==> src/rtl/spi_reg_pkg.sv <==
// Shared types and constants for the SPI register slave.
package spi_reg_pkg;

    typedef enum logic [1:0] {IDLE, CMD, DATA} spi_state_t;

    localparam int CMD_RW_BIT = 7;
    localparam int SPI_BYTE_W = 8;
    localparam int BIT_CNT_W  = $clog2(SPI_BYTE_W);

endpackage

==> src/rtl/cdc_sync.sv <==
// Generic N-flop synchroniser for a single asynchronous input bit.
module cdc_sync #(
    parameter int   STAGES    = 2,
    parameter logic RESET_VAL = 1'b0
) (
    input  logic clk,
    input  logic rst_n,
    input  logic d,
    output logic q
);

    logic [STAGES-1:0] chain;

    always_ff @(posedge clk or negedge rst_n) begin
        if (!rst_n) chain <= {STAGES{RESET_VAL}};
        else        chain <= {chain[STAGES-2:0], d};
    end

    assign q = chain[STAGES-1];

endmodule

==> src/rtl/spi_reg_slave.sv <==
// SPI mode-0 slave decoding {rw, addr} + data frames onto a single-cycle register bus.
// Define SPI_AUTO_INC_EN to make reg_addr_o advance after every data byte strobe.
module spi_reg_slave
    import spi_reg_pkg::*;
#(
    parameter int ADDR_W      = 7,
    parameter int DATA_W      = 8,
    parameter int SYNC_STAGES = 2
) (
    input  logic              clk,
    input  logic              rst_n,
    input  logic              spi_cs_i,
    input  logic              spi_sclk_i,
    input  logic              spi_mosi_i,
    output logic              spi_miso_o,
    output logic              spi_miso_oe,
    output logic [ADDR_W-1:0] reg_addr_o,
    output logic [DATA_W-1:0] reg_wdata_o,
    output logic              reg_we_o,
    output logic              reg_re_o,
    input  logic [DATA_W-1:0] reg_rdata_i,
    output logic              busy_o
);

    logic cs_s, sclk_s, mosi_s;
    logic cs_prev, sclk_prev;

    // NOTE: CS idles high, so its synchroniser resets to 1 to avoid a false frame start.
    cdc_sync #(.STAGES(SYNC_STAGES), .RESET_VAL(1'b1)) u_sync_cs (
        .clk(clk), .rst_n(rst_n), .d(spi_cs_i), .q(cs_s)
    );
    cdc_sync #(.STAGES(SYNC_STAGES), .RESET_VAL(1'b0)) u_sync_sclk (
        .clk(clk), .rst_n(rst_n), .d(spi_sclk_i), .q(sclk_s)
    );
    cdc_sync #(.STAGES(SYNC_STAGES), .RESET_VAL(1'b0)) u_sync_mosi (
        .clk(clk), .rst_n(rst_n), .d(spi_mosi_i), .q(mosi_s)
    );

    always_ff @(posedge clk or negedge rst_n) begin
        if (!rst_n) begin
            cs_prev   <= 1'b1;
            sclk_prev <= 1'b0;
        end else begin
            cs_prev   <= cs_s;
            sclk_prev <= sclk_s;
        end
    end

    logic cs_fall, cs_rise, sclk_rise, sclk_fall;
    assign cs_fall   =  cs_prev   & ~cs_s;
    assign cs_rise   = ~cs_prev   &  cs_s;
    assign sclk_rise = ~sclk_prev &  sclk_s;
    assign sclk_fall =  sclk_prev & ~sclk_s;

    spi_state_t           state_q, state_d;
    logic [BIT_CNT_W-1:0] bit_cnt;
    logic [DATA_W-1:0]    rx_q, tx_q, rx_next;
    logic                 rw_q, miso_bit, re_d;
    logic                 shift_en, byte_done;

    // SCLK is only honoured inside a frame, which also covers edges seen with CS high.
    assign shift_en  = sclk_rise && (state_q != IDLE);
    assign byte_done = shift_en && (bit_cnt == BIT_CNT_W'(SPI_BYTE_W - 1));
    assign rx_next   = {rx_q[DATA_W-2:0], mosi_s};

    always_ff @(posedge clk or negedge rst_n) begin
        if (!rst_n) state_q <= IDLE;
        else        state_q <= state_d;
    end

    always_comb begin
        state_d = state_q;
        case (state_q)
            IDLE:    if (cs_fall) state_d = CMD;
            CMD:     if (byte_done) state_d = DATA;
            DATA:    state_d = DATA;
            default: state_d = IDLE;
        endcase
        // A byte completing in the same cycle is still strobed by the datapath below.
        if (cs_rise) state_d = IDLE;
    end

    always_ff @(posedge clk or negedge rst_n) begin
        if (!rst_n) begin
            bit_cnt     <= '0;
            rx_q        <= '0;
            tx_q        <= '0;
            rw_q        <= 1'b0;
            miso_bit    <= 1'b0;
            re_d        <= 1'b0;
            reg_addr_o  <= '0;
            reg_wdata_o <= '0;
            reg_we_o    <= 1'b0;
            reg_re_o    <= 1'b0;
        end else begin
            reg_we_o <= 1'b0;
            reg_re_o <= 1'b0;
            re_d     <= reg_re_o;
`ifdef SPI_AUTO_INC_EN
            // Advance once the strobe and (for reads) the data capture are done.
            if (reg_we_o || re_d) reg_addr_o <= reg_addr_o + ADDR_W'(1);
`endif
            if (cs_fall) begin
                bit_cnt  <= '0;
                rx_q     <= '0;
                miso_bit <= 1'b0;
            end else if (shift_en) begin
                bit_cnt <= bit_cnt + BIT_CNT_W'(1);
                rx_q    <= rx_next;
                if (byte_done) begin
                    if (state_q == CMD) begin
                        rw_q       <= rx_next[CMD_RW_BIT];
                        reg_addr_o <= rx_next[ADDR_W-1:0];
                        reg_re_o   <= ~rx_next[CMD_RW_BIT];
                    end else if (rw_q) begin
                        reg_wdata_o <= rx_next;
                        reg_we_o    <= 1'b1;
                    end else begin
                        reg_re_o <= 1'b1;
                    end
                end
            end
            if (cs_rise) begin
                bit_cnt <= '0;
                rx_q    <= '0;
            end
            if (re_d) begin
                tx_q <= reg_rdata_i;
            end else if (sclk_fall && state_q == DATA && !rw_q) begin
                miso_bit <= tx_q[DATA_W-1];
                tx_q     <= {tx_q[DATA_W-2:0], 1'b0};
            end
        end
    end

    assign busy_o      = ~cs_s;
    assign spi_miso_oe = busy_o && !rw_q && (state_q == DATA);
    assign spi_miso_o  = spi_miso_oe & miso_bit;

endmodule

==> config.mk <==
export PLATFORM = sky130hd
export DESIGN_NAME = spi_reg_slave
export DESIGN_NICKNAME = d
export VERILOG_FILES = /design/src/rtl/spi_reg_pkg.sv /design/src/rtl/cdc_sync.sv /design/src/rtl/spi_reg_slave.sv
export SDC_FILE = /design/constraint.sdc
export NUM_CORES = 1
export LEC_CHECK = 0
export ABC_AREA = 1
export ABC_CLOCK_PERIOD_IN_PS = 1970
export CORE_MARGIN = 1
export CORE_UTILIZATION = 41
export CTS_CLUSTER_DIAMETER = 80
export DETAILED_ROUTE_END_ITERATION = 12
export SYNTH_ARGS = -nofsm -noshare
export SYNTH_HDL_FRONTEND = slang
export SYNTH_SLANG_ARGS = --single-unit
==> constraint.sdc <==
create_clock -name clk -period 1.97 [get_ports clk]
set_input_delay 0.4925 -clock clk [delete_from_list [all_inputs] [get_ports clk]]
set_output_delay 0.4925 -clock clk [all_outputs]
set_load 0.01 [all_outputs]
==> summary.txt <==
=================================================================================================
Total vias in the final route                                                               1,547
Leakage dissipation                                                                       1.30 nW
Largest net degree at the start of global routing                                              21
Pre-Repair DR Iteration Count                                                                   4
Ant. Diodes                                                                                     0
Port bufs                                                                                      32
Total core area                                                                       0.00488 mm2
Count of instances resized after the clock tree is built                                        2
Final slew viol count                                                                           0
Max Freq                                                                                  528 MHz
Estimated wirelength of the detail-placed design                                          2.81 mm
Maximum fanout count along the critical path                                                    5
Flip-flop and latch count after synthesis                                                      48
Worst setup skew after layout                                                             6.34 ps
Final Setup Violations                                                                          0
Fraction of power consumed by the clock network                                             0.235
# fillers                                                                                     488
Count of cells along the worst register-to-register path                                        7
Post-synthesis instance total                                                                 232
Area Growth Syn to Fin                                                                      22.3%
Aggregate global routing overflow                                                               0
Combinational cell fraction of total power                                                  0.248
Ports placed on the boundary                                                                   33
Highest routed metal layer                                                                   met4
Number of distinct library cell variants in the gate-level netlist after synthesis             21
Clock tree from TritonCTS                                                                    done
Cell types occupying the most area after synthesis                                   sky130_fd_sc_hd__dfrtp_1 (53%), sky130_fd_sc_hd__nand2_1 (12%), sky130_fd_sc_hd__inv_1 (4.7%), sky130_fd_sc_hd__ha_1 (4.7%), sky130_fd_sc_hd__nand3_1 (4.7%)
Share of the clock period used by the worst path after layout                               0.961
Top-area cell type share of the netlist area                                                0.527
Hold buffers post-CTS                                                                           0
Initial antenna violation count                                                                 0
Average wire per standard cell                                                            11.7 um
Number of violations of the max-capacitance limit                                               0
Total power consumption of the routed design                                            0.00234 W
Category of the critical setup timing path                                             reg -> out
Clock H-tree levels                                                                             2
Detail-routed via count per cell                                                             4.56
Cell area after technology mapping                                                    0.00214 mm2
Met2 Wirelength                                                                           1.77 mm
Placement Cell Area                                                                   0.00254 mm2
Mean cell area of the mapped netlist                                                     9.21 um2
CTS buffer count                                                                                5
Critical R2R Capture                                                                 reg_wdata_o[7]$_DFFE_PN0P_
DRT antenna net count                                                                           0
NetSw                                                                                  0.000731 W
Final weighted congestion in routability-driven placement                                   0.803
Met3 wire length                                                                           155 um
Category of the worst setup path capture point                                         output pin
Initial Utilization                                                                         0.438
Post-route standard cell area excluding fillers                                       0.00261 mm2
Ratio of total power to cell area                                                      893 mW/mm2
Root buffer selected by CTS                                                          sky130_fd_sc_hd__clkbuf_8
Slew headroom                                                                               0.703
Warning count from the yosys run                                                                0
Maximum number of buffers from clock root to sink                                               2
RSZ-0062 raised after global routing                                                           no
Via count of the first global-routing pass                                                  1,504
Crit path time final                                                                      1890 ps
Finished Core Util                                                                          0.536
Post-CTS setup-driven buffer insertion count                                                    0
Sum of negative setup slack                                                                  0 ps
Die span in y                                                                             74.2 um
Part of the power in registers                                                              0.517
CP Data Required Time                                                                     1480 ps
Metal-1 WL                                                                                1.98 mm
Result of the run                                                                       completed
Global-route wire length before repair                                                    6.81 mm
Kind of path behind the tightest hold check                                           in -> async
Initial detailed-routing violation count                                                       63
Die footprint                                                                         0.00550 mm2
Actual transition at the worst max-transition pin                                          446 ps
Global Route Usage Sum                                                                      0.169
Share of synthesized area occupied by flip-flops and latches                                0.564
Number of clock sinks                                                                          48
Fraction of final layout cells with drive strength greater than 1                          0.0993
Clock insertion delay at the later pin of the skew report                                  300 ps
WHS                                                                                        129 ps
Clock slew seen by the registers of the worst setup and hold paths                          80 ps
Overall die width                                                                         74.2 um
Register-to-Register Setup Slack                                                           200 ps
Number of remaining DRC errors                                                                  0
Internal power                                                                          0.00160 W
VDD IR-drop max                                                                            440 uV
Net switching fraction of the power                                                         0.313
Library cell with the largest summed area after synthesis                            sky130_fd_sc_hd__dfrtp_1
Number of nets at the end of the flow                                                         293
Hold Vio Cnt, Final                                                                             0
Reg2Reg Launch Point                                                                 u_sync_cs.chain[1]$_DFF_PN1_
DRT Wirelength                                                                            3.96 mm
Arrival time reported for the critical path endpoint                                      1400 ps
Row cnt                                                                                        25
Post-synthesis net count                                                                      253
Launching element type of the critical path                                              register
=================================================================================================
[sequential cells by signal, summed over array words and instances (netlist names)]
| name | flops |
|---|---|
| sclk_prev | 1 |
| cs_prev | 1 |
| miso_bit | 1 |
| reg_we_o | 1 |
| state_q | 2 |
| rw_q | 1 |
| reg_re_o | 1 |
| u_sync_mosi.chain | 2 |
| u_sync_sclk.chain | 2 |
| reg_wdata_o | 8 |
| bit_cnt | 3 |
| u_sync_cs.chain | 2 |
| reg_addr_o | 7 |
| rx_q | 7 |
| re_d | 1 |
| tx_q | 8 |
[metal layers]
layer / up-vias / GRT usage
met4: 0 / 0.0641
met5: - / 0
met1: 700 / 0.217
li1: 817 / -
met3: 5 / 0.0501
met2: 25 / 0.271
[layout by cell type, fill, tap and decap left out, drive strengths merged]
cell	n
nand2	73
dfrtp	45
clkdlybuf4s50	29
inv	27
o21ai	26
nand3	22
nor2	11
o21bai	8
ha	8
buf	7
clkbuf	7
dfstp	3
nor3	2
clkinv	2
nand4	1
dlygate4sd2	1
[layout make-up]
cell class	instances	area, um2	area share
clock buffers	6	72.6	0.0278
clock inverters	1	5.00	0.00191
inverters	28	105	0.0402
multi-input cells	151	788	0.302
flip-flops and latches	48	1200	0.461
well taps	67	83.8	0.0321
repair buffers	38	354	0.135
[synth_stat cells, drive strengths merged]
master	number
nand2	73
dfrtp	45
inv	27
o21ai	26
nand3	22
nor2	11
ha	8
o21bai	8
buf	4
dfstp	3
nor3	2
clkbuf	1
clkinv	1
nand4	1
[worst max-delay path, stage by stage, from the launching register on]
cell                              delay, ps
sky130_fd_sc_hd__dfstp_2                570
sky130_fd_sc_hd__inv_1                   60
sky130_fd_sc_hd__clkdlybuf4s50_1        470
[stage by stage]
stage	setup slack (ps)	cells
floorplan	441	232
global placement	118	332
detailed placement	103	332
CTS	47.4	339
global route	15.7	339
finish	77.3	339
[cell families after synthesis]
| kind of cell | count (synthesis) | synth area share |
|---|---|---|
| AO/OA/AOI/OAI | 34 | 0.0890 |
| adder cells (fa/ha/maj) | 8 | 0.0468 |
| buffers and inverters | 33 | 0.0673 |
| flip-flops | 48 | 0.564 |
| AND/OR/NAND/NOR | 109 | 0.233 |
[power by group through the flow]
| stage | Combinational, W | Sequential, W | Clock [W] |
|---|---|---|---|
| final | 0.000580 | 0.00121 | 0.000549 |
| after global routing | 0.000675 | 0.00123 | 0.000603 |
| after CTS | 0.000593 | 0.00121 | 0.000577 |
| after detailed placement | 0.000591 | 0.00123 | 0 |
| after global placement | 0.000585 | 0.00122 | 0 |
| after floorplan | 0.000415 | 0.00121 | 0 |
[worst max-delay path by stage]
stage                            startpoint                     end  cells after the start
2_1_floorplan  u_sync_cs.chain[1]$_DFF_PN1_  bit_cnt[0]$_DFFE_PN0P_                      5
3_3_place_gp         state_q[0]$_DFFE_PN0P_              spi_miso_o                      5
3_5_place_dp         state_q[0]$_DFFE_PN0P_              spi_miso_o                      5
4_1_cts              state_q[0]$_DFFE_PN0P_              spi_miso_o                      5
5_1_grt        u_sync_cs.chain[1]$_DFF_PN1_                  busy_o                      2
6_report       u_sync_cs.chain[1]$_DFF_PN1_                  busy_o                      2
Power figures use the tool's default switching activity.
